`src/rtl/operand_accumulator_if.sv`:
```
// Handshake bundle for operand_accumulator: job start, operand stream in, result out.
// master = job/operand producer and result consumer, slave = the accumulator.
interface operand_accumulator_if #(
    parameter int WIDTH = 8,
    parameter int CNT_W = 4
);
    localparam int RW = WIDTH + CNT_W;

    logic             start;
    logic [CNT_W-1:0] count;
    logic             in_valid;
    logic [WIDTH-1:0] in_data;
    logic             in_ready;
    logic             out_valid;
    logic             out_ready;
    logic [RW-1:0]    result;
    logic             busy;

    modport master (
        output start, count, in_valid, in_data, out_ready,
        input  in_ready, out_valid, result, busy
    );

    modport slave (
        input  start, count, in_valid, in_data, out_ready,
        output in_ready, out_valid, result, busy
    );
endinterface

```
`src/rtl/operand_accumulator.sv`:
```
// Sums a job of `count` unsigned operands into a non-wrapping WIDTH+CNT_W result.
// Latency: out_valid rises one cycle after the last accepted operand.
// Backpressure: in_ready only in ACC; result held in DONE until out_ready.
module operand_accumulator #(
    parameter int WIDTH = 8,
    parameter int CNT_W = 4
) (
    input  logic                 clk,
    input  logic                 rst,
    operand_accumulator_if.slave bus
);
    localparam int RW = WIDTH + CNT_W;

    typedef enum logic [1:0] {
        IDLE = 2'd0,
        ACC  = 2'd1,
        DONE = 2'd2
    } state_t;

    state_t           state;
    logic [RW-1:0]    acc;
    logic [CNT_W-1:0] remaining;
    logic             in_rdy_q;
    logic             out_vld_q;
    logic             busy_q;

    // Handshake flags are registered alongside the state so no input reaches an output.
    always_ff @(posedge clk) begin
        if (rst) begin
            state     <= IDLE;
            acc       <= '0;
            remaining <= '0;
            in_rdy_q  <= 1'b0;
            out_vld_q <= 1'b0;
            busy_q    <= 1'b0;
        end else begin
            case (state)
                IDLE: begin
                    if (bus.start) begin
                        acc    <= '0;
                        busy_q <= 1'b1;
                        if (bus.count != '0) begin
                            remaining <= bus.count;
                            state     <= ACC;
                            in_rdy_q  <= 1'b1;
                        end else begin
                            state     <= DONE;
                            out_vld_q <= 1'b1;
                        end
                    end
                end
                ACC: begin
                    if (bus.in_valid && in_rdy_q) begin
                        acc       <= acc + {{CNT_W{1'b0}}, bus.in_data};
                        remaining <= remaining - {{(CNT_W-1){1'b0}}, 1'b1};
                        if (remaining == {{(CNT_W-1){1'b0}}, 1'b1}) begin
                            state     <= DONE;
                            in_rdy_q  <= 1'b0;
                            out_vld_q <= 1'b1;
                        end
                    end
                end
                DONE: begin
                    if (bus.out_ready) begin
                        state     <= IDLE;
                        out_vld_q <= 1'b0;
                        busy_q    <= 1'b0;
                    end
                end
                default: begin
                    state     <= IDLE;
                    in_rdy_q  <= 1'b0;
                    out_vld_q <= 1'b0;
                    busy_q    <= 1'b0;
                end
            endcase
        end
    end

    assign bus.in_ready  = in_rdy_q;
    assign bus.out_valid = out_vld_q;
    assign bus.busy      = busy_q;
    assign bus.result    = acc;
endmodule
```
`src/flat_wrapper.sv`:
```
// flat-port wrapper written by rule: the top's interface ports become plain ports
module operand_accumulator_flat 
#(
    parameter int WIDTH = 8,
    parameter int CNT_W = 4
)
  (clk, rst, bus_start, bus_count, bus_in_valid, bus_in_data, bus_out_ready, bus_in_ready, bus_out_valid, bus_result, bus_busy);
  operand_accumulator_if #(.WIDTH(WIDTH), .CNT_W(CNT_W)) bus_i ();
  input  logic clk;
  input  logic rst;
  input wire logic [$bits(bus_i.start)-1:0] bus_start;
  input wire logic [$bits(bus_i.count)-1:0] bus_count;
  input wire logic [$bits(bus_i.in_valid)-1:0] bus_in_valid;
  input wire logic [$bits(bus_i.in_data)-1:0] bus_in_data;
  input wire logic [$bits(bus_i.out_ready)-1:0] bus_out_ready;
  output wire logic [$bits(bus_i.in_ready)-1:0] bus_in_ready;
  output wire logic [$bits(bus_i.out_valid)-1:0] bus_out_valid;
  output wire logic [$bits(bus_i.result)-1:0] bus_result;
  output wire logic [$bits(bus_i.busy)-1:0] bus_busy;
  assign bus_i.start = bus_start;
  assign bus_i.count = bus_count;
  assign bus_i.in_valid = bus_in_valid;
  assign bus_i.in_data = bus_in_data;
  assign bus_i.out_ready = bus_out_ready;
  assign bus_in_ready = bus_i.in_ready;
  assign bus_out_valid = bus_i.out_valid;
  assign bus_result = bus_i.result;
  assign bus_busy = bus_i.busy;
  operand_accumulator #(.WIDTH(WIDTH), .CNT_W(CNT_W)) u_core (.clk(clk), .rst(rst), .bus(bus_i));
endmodule
```
`config.mk`:
```
export PLATFORM = sky130hd
export DESIGN_NAME = operand_accumulator_flat
export DESIGN_NICKNAME = d
export VERILOG_FILES = /design/src/rtl/operand_accumulator_if.sv /design/src/rtl/operand_accumulator.sv /design/src/flat_wrapper.sv
export SDC_FILE = /design/constraint.sdc
export NUM_CORES = 1
export LEC_CHECK = 0
export CORE_ASPECT_RATIO = 0.9
export CORE_UTILIZATION = 40
export CTS_CLUSTER_DIAMETER = 120
export DETAILED_ROUTE_END_ITERATION = 16
export PLACE_DENSITY = 0.67
export SKIP_LAST_GASP = 1
export SYNTH_ARGS = -nofsm -noshare
export SYNTH_HDL_FRONTEND = slang
export SYNTH_SLANG_ARGS = --single-unit
```
`constraint.sdc`:
```
create_clock -name clk -period 4.9 [get_ports clk]
set_input_delay 0.98 -clock clk [delete_from_list [all_inputs] [get_ports clk]]
set_output_delay 0.98 -clock clk [all_outputs]
set_load 0.01 [all_outputs]
```
-- Yosys cells after proc, flatten, opt, wreduce, memory -nomap -nowiden
Cells that the tools add are included.
- multiplexer cells: 26
- $mul: 0
- bitwise logic cells: 2
- reduce and logical (&&, ||, !) cells: 10
- magnitude comparators: 0
- divide/modulo/power cells: 0
- eq/ne operators: 9
- shifts and indexed selects: 0
- add/subtract/negate cells: 2
- operators by type and width (cell ; number):
    12-bit 2-to-1 mux ; 2
    12-bit one-hot mux with 2 select lines ; 1
    12-bit by 8-bit adder with 12-bit output ; 1
    4-bit 2-to-1 mux ; 3
    1-bit 2-to-1 mux ; 10
    2-bit 2-to-1 mux ; 5
    5-bit AND reduction ; 2
    1-bit one-hot mux with 3 select lines ; 3
    4-bit one-hot mux with 2 select lines ; 1
    4-bit AND reduction ; 2
    2-bit by 1-bit inequality test with 1-bit output (second input constant) ; 3
    2-bit inequality test (second input constant) ; 3
    2-bit one-hot mux with 3 select lines ; 1
    3-bit AND reduction ; 2
    4-bit by 1-bit == test with 1-bit output (second input constant) ; 1
    4-bit nonzero test ; 1
    4-bit by 1-bit subtractor with 4-bit output (second input constant) ; 1
    2-bit by 1-bit == test with 1-bit output (second input constant) ; 1
    2-bit == test (second input constant) ; 1
    2-bit zero test ; 1
    1-bit NOT ; 2
    2-bit nonzero test ; 1
    1-bit logical AND ; 1
- memories kept: 0
- memory bits (writable): 0
- latch bits: 0
- flip-flop bits (word level): 21
- ROM bits: 0

-- Logic depth before layout (Yosys ltp)
- depth in word-level cells: 4
- depth in mapped cells: 7
- depth with buffers taken out: 7

-- Worst setup path after synthesis
Ideal clock, no wire load.
- path type: input to register
- start: in bus_in_data[0]
- end: reg u_core.acc[6] (netlist: u_core.bus.result[6])
- path buffers: 0
- setup slack: 2610 ps
- arrival time: 2173 ps
- cell stages on the path: 7
- data required time: 4783 ps
- cells stage by stage: ha_1 > fa_1 > nand3_1 > nand2_1 > a21boi_0 > xnor2_1 > a22o_1
- cells in the longest elaborated chain, start to end: 3
- ends and longest elaborated chain (element ; line ; text):
    start, declared ; flat_wrapper.sv:14 ; input wire logic [$bits(bus_i.in_data)-1:0] bus_in_data;
    12-bit by 8-bit adder with 12-bit output ; operand_accumulator.sv:54 ; acc <= acc + {{CNT_W{1'b0}}, bus.in_data};
    12-bit 2-to-1 mux ; operand_accumulator.sv:53 ; if (bus.in_valid && in_rdy_q) begin
    12-bit one-hot mux with 2 select lines ; operand_accumulator.sv:37 ; case (state)
    end signal, assigned ; operand_accumulator.sv:54 ;
    end, declared ; operand_accumulator.sv:21 ; logic [RW-1:0] acc;
Every way passes these cells. The select of a mux whose other input is x is not followed.
A chain may end at the register's enable or synchronous reset.

-- Worst setup path after layout
Same ends and word-level chain as after synthesis.

==> flow_metrics.py <==
metrics = {
    "setup_path": {
        "critPathKind": "in2reg",
        "path_cells": "clkdlybuf4s50_1, ha_1, fa_1, nand3_1, nand2_1, a21boi_0, xnor2_1, a22o_1",
        "r2r_slack_ps": 3110,
        "crit_path_end_kind": "flip-flop",
        "worstSetupStartpointType": "input pin",
        "crit_buf_inv": 1,
        "cp_slowest_stage_delay_ps": 420,
        "cp_slowest_cell": "fa_1",
        "cp_top_family": "adder cells",
        "crit_required_ps": 5120,
        "timing.rr.start": "u_core.bus.result[0]",
        "crit_arrival_ps": 2710,
        "crit_fanout": 2,
        "crit_start": "bus_in_data[0]",
    },
    "final_layout": {
        "nets": 215,
        "mostFrequentLayoutCells": "clkdlybuf4s50_1 (31), a21oi_1 (22), dfxtp_1 (21)",
        "final_common_cell": "clkdlybuf4s50_1",
        "fill_cells": 295,
        "num_antenna_cells": 0,
        "final_util": 0.541,
        "area_growth_syn_to_layout_pct": 28.4,
        "layoutNonFillerInstCount": 228,
        "drive_gt1_frac": 0.0538,
    },
    "timing": {
        "relSlewSlack": 0.574,
        "finClkSkew_ps": 5.59,
        "min_period_over_period": 0.509,
        "setup_tns_ps": 0,
        "final_max_slew_viol_count": 0,
        "final_hold_viol_count": 0,
        "fmax_mhz": 401,
        "worst_slew_pin_slew_ps": 634,
        "layout_min_cycle_time_ps": 2490,
        "grt_setup_unrepaired": "false",
        "setup_viol": 0,
    },
    "global_routing": {
        "grt_pass1_vias": 1253,
        "track_usage": 0.203,
        "grt_pass1_wl_um": 5340,
        "grt_max_degree": 13,
        "antenna_found_initial": 0,
        "grt_overflow": 0,
    },
    "yosys": {
        "async_flop_share": 0,
        "synth_area_sq_um": 1290,
        "synth_edf_count": 0,
        "synth_warnings": 0,
        "synth_nets": 183,
        "ys_ff_latch": 21,
        "seq_area_frac_synth": 0.326,
        "synth_area_per_cell_sq_um": 8.33,
        "synth_flop_cell": "dfxtp_1",
        "synth_cell_types": 35,
        "syn_inst": 155,
    },
    "placed_design": {
        "portBuffers": 31,
        "gp_congestion": 0.855,
        "dp_hpwl_um": 2440,
        "dp.cells": 224,
    },
    "drt": {
        "drt_first_pass_iters": 4,
        "ant_nets": 0,
        "viasPerCell": 5.56,
        "wirelength_um": 3110,
        "wl_per_cell_um": 13.6,
        "drt-initial-drc-count": 41,
        "drc": 0,
        "route.vias.total": 1267,
    },
    "clock_tree": {
        "post_cts_buffers": 0,
        "clk_pin_slew_ps": 130,
        "hold_buffers": 0,
        "cts_sinks": 21,
        "cts_buffers": 3,
        "ctsRootBufferMaster": "clkbuf_4",
        "cts_tree": "done",
        "clkLatencyLatePin_ps": 310,
        "cts.repair.resized": 0,
        "htreeDepth": 1,
        "cts_buffer_depth": 2,
    },
    "power_and_ir_drop": {
        "p_per_area_nw_per_um2": 258,
        "leakagePower_nw": 0.641,
        "worst_ir_drop_vdd_mv": 0.126,
    },
    "die": {
        "die_area_sq_um": 3460,
        "rows": 19,
        "start_util": 0.421,
        "die_w_um": 61.9,
        "io_pins": 32,
        "core_sq_um": 3070,
        "dieHeight_um": 55.9,
    },
    "flow_run": {
        "cap_violations": 0,
    },
    "worst_hold_path": {
        "hp-start": "u_core.remaining[1]",
        "hold_path_class": "reg2reg",
    },
    "run_status": {
        "outcome": "complete, no violations",
    },
}
-- path summary, 6_finish.rpt --
kind / end / depth (start not counted)
worst max-delay path: u_core.bus.result[6] / 8
worst min-delay path: u_core.remaining[1] / 2
worst max register to register: u_core.bus.result[6] / 7
worst min register to register: u_core.remaining[1] / 2
-- routing by layer --
layer,GRT usage,vias up,share of wire
li1,-,628,-
met1,0.262,603,0.49
met2,0.330,32,0.46
met3,0.0442,4,0.038
met4,0.0603,0,0.011
met5,0,-,0
-- power breakdown --
part | switching [W] | leakage [nW] | internal [W] | total [W]
clock network | 0.0000566 | 0.0177 | 0.0000305 | 0.0000871
registers | 0.0000181 | 0.171 | 0.000186 | 0.000204
logic | 0.0000738 | 0.452 | 0.0000635 | 0.000137
-- cell type report --
cell class / count / area [sq um] / area share
clock buffer: 3 / 22.5 / 0.0136
clock inverter: 1 / 5.00 / 0.00302
sequential: 21 / 420 / 0.254
inverter: 6 / 22.5 / 0.0136
timing repair buffer: 31 / 310 / 0.187
multi-input combinational: 124 / 825 / 0.497
tap: 42 / 52.6 / 0.0317
-- sequential cells by signal (all words and copies together) (netlist names) --
register	cells
u_core.bus.busy	1
u_core.bus.in_ready	1
u_core.bus.out_valid	1
u_core.bus.result	12
u_core.remaining	4
u_core.state	2
-- stage by stage --
stage	instance area (sq um)	hold slack (ps)	setup WS, ps	power [W]
after floorplan	1290	440	2610	0.000296
after global placement	1630	451	2130	0.000338
after detailed placement	1630	468	2070	0.000344
after CTS	1660	485	2420	0.000432
after global routing	1660	519	2330	0.000460
final	1660	482	2410	0.000428
-- cell families (layout without fill, tap and decap cells) --
| logic type | count (synthesis) | count (layout) | share of synthesized area |
|---|---|---|---|
| flip-flops | 21 | 21 | 0.326 |
| buffers and inverters | 10 | 41 | 0.0358 |
| adder cells (fa/ha/maj) | 11 | 11 | 0.112 |
| AND/OR/NAND/NOR | 54 | 54 | 0.212 |
| AO/OA/AOI/OAI | 49 | 49 | 0.246 |
| XOR/XNOR | 10 | 10 | 0.0678 |
-- cells in the mapped netlist, drive strengths merged (3+ instances only) --
cell type | n | share of area
a21oi | 22 | 0.085
xnor2 | 3 | 0.020
a22o | 5 | 0.034
nor3 | 7 | 0.027
xor2 | 7 | 0.047
nand2b | 3 | 0.020
inv | 6 | 0.017
buf | 3 | 0.015
o21ai | 8 | 0.031
dfxtp | 21 | 0.33
ha | 10 | 0.097
o211ai | 4 | 0.023
nor2 | 9 | 0.026
nand2 | 19 | 0.055
nand3 | 8 | 0.031
-- worst reg2reg max path: stages, from the launching register on --
cell,delay [ps]
dfxtp_1,350
ha_1,230
fa_1,420
nand3_1,110
nand2_1,90
a21boi_0,210
xnor2_1,90
a22o_1,190
Note: power is estimated with default switching activity, not from simulation.
